## src/rtl/alu_pkg.sv

```systemverilog
// alu_pkg: shared opcode and request types for the ALU issue path.
package alu_pkg;

    typedef enum logic [1:0] {
        OP_AND = 2'b00,
        OP_XOR = 2'b01,
        OP_ADD = 2'b10,
        OP_SUB = 2'b11
    } opcode_t;

    typedef struct packed {
        logic [7:0] a;
        logic [7:0] b;
        opcode_t    opcode;
    } alu_req_t;

endpackage

```

## src/rtl/alu_req_fifo.sv

```systemverilog
// alu_req_fifo: DEPTH-entry synchronous FIFO of ALU requests; head reads zero when empty.
module alu_req_fifo
    import alu_pkg::*;
#(
    parameter int DEPTH = 4
) (
    input  logic     clk,
    input  logic     rst,
    input  logic     push_i,
    input  logic     pop_i,
    input  alu_req_t din_i,
    output alu_req_t head_o,
    output logic     full_o,
    output logic     empty_o
);
    localparam int AW = $clog2(DEPTH);

    alu_req_t        mem_q [DEPTH];
    logic [AW-1:0]   wptr_q, rptr_q;
    logic [AW:0]     cnt_q;
    logic            do_push, do_pop;

    assign full_o  = cnt_q == (AW+1)'(DEPTH);
    assign empty_o = cnt_q == '0;
    assign do_push = push_i && !full_o;
    assign do_pop  = pop_i && !empty_o;
    assign head_o  = empty_o ? '0 : mem_q[rptr_q];

    always_ff @(posedge clk) begin
        if (do_push) mem_q[wptr_q] <= din_i;
    end

    always_ff @(posedge clk) begin
        if (rst) begin
            wptr_q <= '0;
            rptr_q <= '0;
            cnt_q  <= '0;
        end else begin
            if (do_push) wptr_q <= wptr_q + AW'(1);
            if (do_pop) rptr_q <= rptr_q + AW'(1);
            cnt_q <= cnt_q + (AW+1)'(do_push) - (AW+1)'(do_pop);
        end
    end
endmodule

```

## src/rtl/alu_issue_stage.sv

```systemverilog
// alu_issue_stage: buffers ALU requests, drives the external ALU from the FIFO head,
// registers results for a valid/ready consumer and counts completed operations.
module alu_issue_stage
    import alu_pkg::*;
#(
    parameter int DEPTH = 4,
    parameter int CNT_W = 16
) (
    input  logic             clk,
    input  logic             rst,
    input  logic             in_valid,
    output logic             in_ready,
    input  logic [7:0]       in_a,
    input  logic [7:0]       in_b,
    input  logic [1:0]       in_opcode,
    output logic [7:0]       alu_a,
    output logic [7:0]       alu_b,
    output logic [1:0]       alu_opcode,
    input  logic [7:0]       alu_result,
    output logic             out_valid,
    input  logic             out_ready,
    output logic [7:0]       out_result,
    output logic [1:0]       out_opcode,
    output logic [CNT_W-1:0] op_count
);
    alu_req_t         req, head;
    logic             full, empty, push, cap, done;
    logic             out_valid_q, out_valid_d;
    logic [7:0]       out_result_q, out_result_d;
    logic [1:0]       out_opcode_q, out_opcode_d;
    logic [CNT_W-1:0] op_count_q, op_count_d;

    assign req      = '{a: in_a, b: in_b, opcode: opcode_t'(in_opcode)};
    assign in_ready = !full && !rst;
    assign push     = in_valid && in_ready;
    assign cap      = !empty && (!out_valid_q || out_ready);
    assign done     = out_valid_q && out_ready;

    alu_req_fifo #(.DEPTH(DEPTH)) u_fifo (
        .clk     (clk),
        .rst     (rst),
        .push_i  (push),
        .pop_i   (cap),
        .din_i   (req),
        .head_o  (head),
        .full_o  (full),
        .empty_o (empty)
    );

    assign alu_a      = head.a;
    assign alu_b      = head.b;
    assign alu_opcode = head.opcode;

    always_comb begin
        out_valid_d  = cap ? 1'b1 : (done ? 1'b0 : out_valid_q);
        out_result_d = cap ? alu_result : out_result_q;
        out_opcode_d = cap ? head.opcode : out_opcode_q;
        op_count_d   = op_count_q + CNT_W'(done);
    end

    always_ff @(posedge clk) begin
        if (rst) begin
            out_valid_q  <= 1'b0;
            out_result_q <= '0;
            out_opcode_q <= '0;
            op_count_q   <= '0;
        end else begin
            out_valid_q  <= out_valid_d;
            out_result_q <= out_result_d;
            out_opcode_q <= out_opcode_d;
            op_count_q   <= op_count_d;
        end
    end

    assign out_valid  = out_valid_q;
    assign out_result = out_result_q;
    assign out_opcode = out_opcode_q;
    assign op_count   = op_count_q;
endmodule

```

## config.mk

```make
export PLATFORM = sky130hd
export DESIGN_NAME = alu_issue_stage
export DESIGN_NICKNAME = d
export VERILOG_FILES = /design/src/rtl/alu_pkg.sv /design/src/rtl/alu_req_fifo.sv /design/src/rtl/alu_issue_stage.sv
export SDC_FILE = /design/constraint.sdc
export NUM_CORES = 1
export LEC_CHECK = 0
export CAP_MARGIN = 40
export CORE_ASPECT_RATIO = 1.25
export CORE_MARGIN = 2
export CORE_UTILIZATION = 40
export CTS_CLUSTER_DIAMETER = 40
export DETAILED_ROUTE_END_ITERATION = 12
export RECOVER_POWER = 25
export SYNTH_ARGS = -nofsm -noshare
export SYNTH_HDL_FRONTEND = slang
export SYNTH_SLANG_ARGS = --single-unit
```

## constraint.sdc

```tcl
create_clock -name clk -period 2.75 [get_ports clk]
set_clock_uncertainty 0.05 [all_clocks]
set_input_delay 0.4125 -clock clk [delete_from_list [all_inputs] [get_ports clk]]
set_output_delay 0.4125 -clock clk [all_outputs]
set_load 0.01 [all_outputs]
```

==> results.toml <==
[timing]
setup_viol = 0
rsz0062_at_grt = "no"
maxSlewViolCount = 0
worstMarginPinSlew_ps = 317
hold_violations = 0
fmax_mhz = 386
relSlewSlack = 0.787
tns_ps = 0
period_needed_ps = 2590
period_share = 0.942

[min_path]
min_from = "out_result[4]"
hp-class = "reg2reg"

[global_route]
grt_pass1_vias = 2532
grt_antenna_before_repair = 1
track_usage = 0.153
grt_pass1_wl_um = 13100
grt_overflow = 0
grt_max_degree = 21

[setup_path]
cp_max_fo = 11
path_buf_inv = 2
r2r_start = "u_fifo.cnt_q[0]"
cpPeakStageDelay_ps = 540
start_kind = "register"
crit_chain = "buf_4 > mux4_2 > nor2b_1 > clkdlybuf4s50_1"
required_ps = 2290
arrival_ps = 2130
cpMaxStageDelayCell = "mux4_2"
critPathCaptureType = "output pin"
path_delay_family = "buffers and inverters"
criticalPathCategory = "reg2out"

[logic_synthesis]
yosysSeqAreaShare = 0.675
synth_compound_area_frac = 0.0235
synth_ff_type = "edfxtp_1"
ys_seq_elements = 108
synthTopCellsByArea = "edfxtp_1, dfxtp_1, mux4_2"
ys_async_sr_fraction = 0
synthAdderAreaFrac = 0.0281
ys_warn_count = 0
synth-simple-area-share = 0.120
syn_nets = 324
yosys.area_share.xor_xnor = 0.0328
synth_top_family_by_area = "simple AND/OR/NAND/NOR gates"
syn_area_per_cell_um2 = 15.0
synthMuxAreaShare = 0.0985
yosysTopAreaCellShare = 0.507
ys_types = 32
synth_edf_count = 72
yosysTopAreaCell = "edfxtp_1"
synthCells = 285
syn_area_um2 = 4270

[clock_network]
insertion_delay_ps = 340
path_clk_slew_ps = 70
cts.sink_count = 108
clk_path_buf_depth = 2
cts_tree = "yes"
cts_resized = 0
post_cts_buffers = 0
cts_buffers = 9
post_cts_hold_buffer_count = 0
clockRootBuffer = "clkbuf_16"
h-tree-depth = 3

[layout]
post-route-util = 0.532
finalNetCount = 418
area_growth_pct = 30.9
drive_gt1_frac = 0.159
fillers = 893
most-common-layout-cells = "edfxtp_1, clkdlybuf4s50_1, dfxtp_1, nand2_1, nor2b_1"
final_common_cell = "edfxtp_1"
fin_area_um2 = 5590

[die]
start_util = 0.406
core_um2 = 10500
die_h_um = 119
die_area_um2 = 11500
std_cell_rows = 42
pin_count = 76
die_w_um = 96.4

[run]
drv_cap = 0

[route]
ant_nets = 0
post_drt_via_cell_ratio = 4.79
firstDrtPassIters = 4
drt_wl_total_um = 8050
remaining_drc_errors = 0
drtIter0Drc = 154
vias = 2474
wire_per_inst_um = 15.6

[pwr]
p_leak_uw = 0.00191
vdd_drop_max_v = 0.000376
powerDensity_nw_per_um2 = 857

[run_status]
status = "finished, final reports clean"

[placed_design]
dpl.hpwl_um = 5510
gp_congestion = 0.757
post_dp_cell_area_um2 = 5280
portBuffers = 75
## report_power, final
group          switching [uW]  leakage [uW]  internal (uW)
registers                75.8      0.000947           1890
clock network             567      0.000141            716
logic                     703      0.000822            842
total                    1350       0.00191           3440
## logic make-up after synthesis
kind of cell / count (synthesis)
buf+inv: 22
simple gates: 93
xor+xnor: 16
mux: 19
fa+ha+maj: 9
compound gates: 18
flops: 108
## synthesized netlist by cell type, types with 2 or more instances
library cell  number
mux4_2            18
buf_4              2
inv_1             10
buf_2              3
nand2b_1           2
a21oi_1           14
nor4_1             3
o21ai_0            2
edfxtp_1          72
xnor2_1           13
nor2_1            18
nor2b_1           23
dfxtp_1           36
nand2_1           25
nor3_1             5
nand3_1            4
and2_1             5
clkbuf_1           7
xor2_1             3
ha_1               8
## state kept, by name, indices dropped and copies added, names as in the netlist, named ones only
| signal | count |
|---|---|
| u_fifo.mem_q | 72 |
| out_valid | 1 |
| u_fifo.rptr_q | 2 |
| op_count | 16 |
| out_opcode | 2 |
| u_fifo.cnt_q | 3 |
| out_result | 8 |
| u_fifo.wptr_q | 2 |
## final cells by class
cell class / count / area, um2 / area share
Inverter: 10 / 37.5 / 0.00672
Clock buffer: 10 / 229 / 0.0410
Tap cell: 132 / 165 / 0.0296
Sequential cell: 108 / 2880 / 0.516
Antenna cell: 1 / 2.50 / 0.000448
Timing Repair Buffer: 95 / 901 / 0.161
Multi-Input combinational cell: 155 / 1300 / 0.232
Clock inverter: 6 / 73.8 / 0.0132
## tightest hold or removal path: stages (launching register included)
cell and delay [ps]:
dfxtp_1 310, nand2_1 50, a21oi_1 50
## routing by layer
metal  vias up  share of wire  wire [um]  track usage
met1      1176           0.42       3380        0.191
met4         0          0.012         93       0.0634
met3         7          0.056        453       0.0348
met5         -              0          0            0
li1       1219              -          -            -
met2        72           0.51       4120        0.254
## worst paths after layout
path | to | slack (ps) | cells past startpoint
setup / recovery | alu_opcode[1] | 160 | 4
hold / removal | out_result[4] | 400 | 2
setup reg to reg | u_fifo.cnt_q[2] | 650 | 9
hold reg to reg | out_result[4] | 400 | 2
## metrics by stage
step	setup WS, ps	std cells	total power, uW	hold WS [ps]
final	161	517	4790	405
after global routing	56.0	517	5060	419
after CTS	122	516	4870	407
after detailed placement	297	500	3580	396
after global placement	336	500	3570	392
after floorplan	621	285	2840	431
Power figures use the tool's default switching activity.
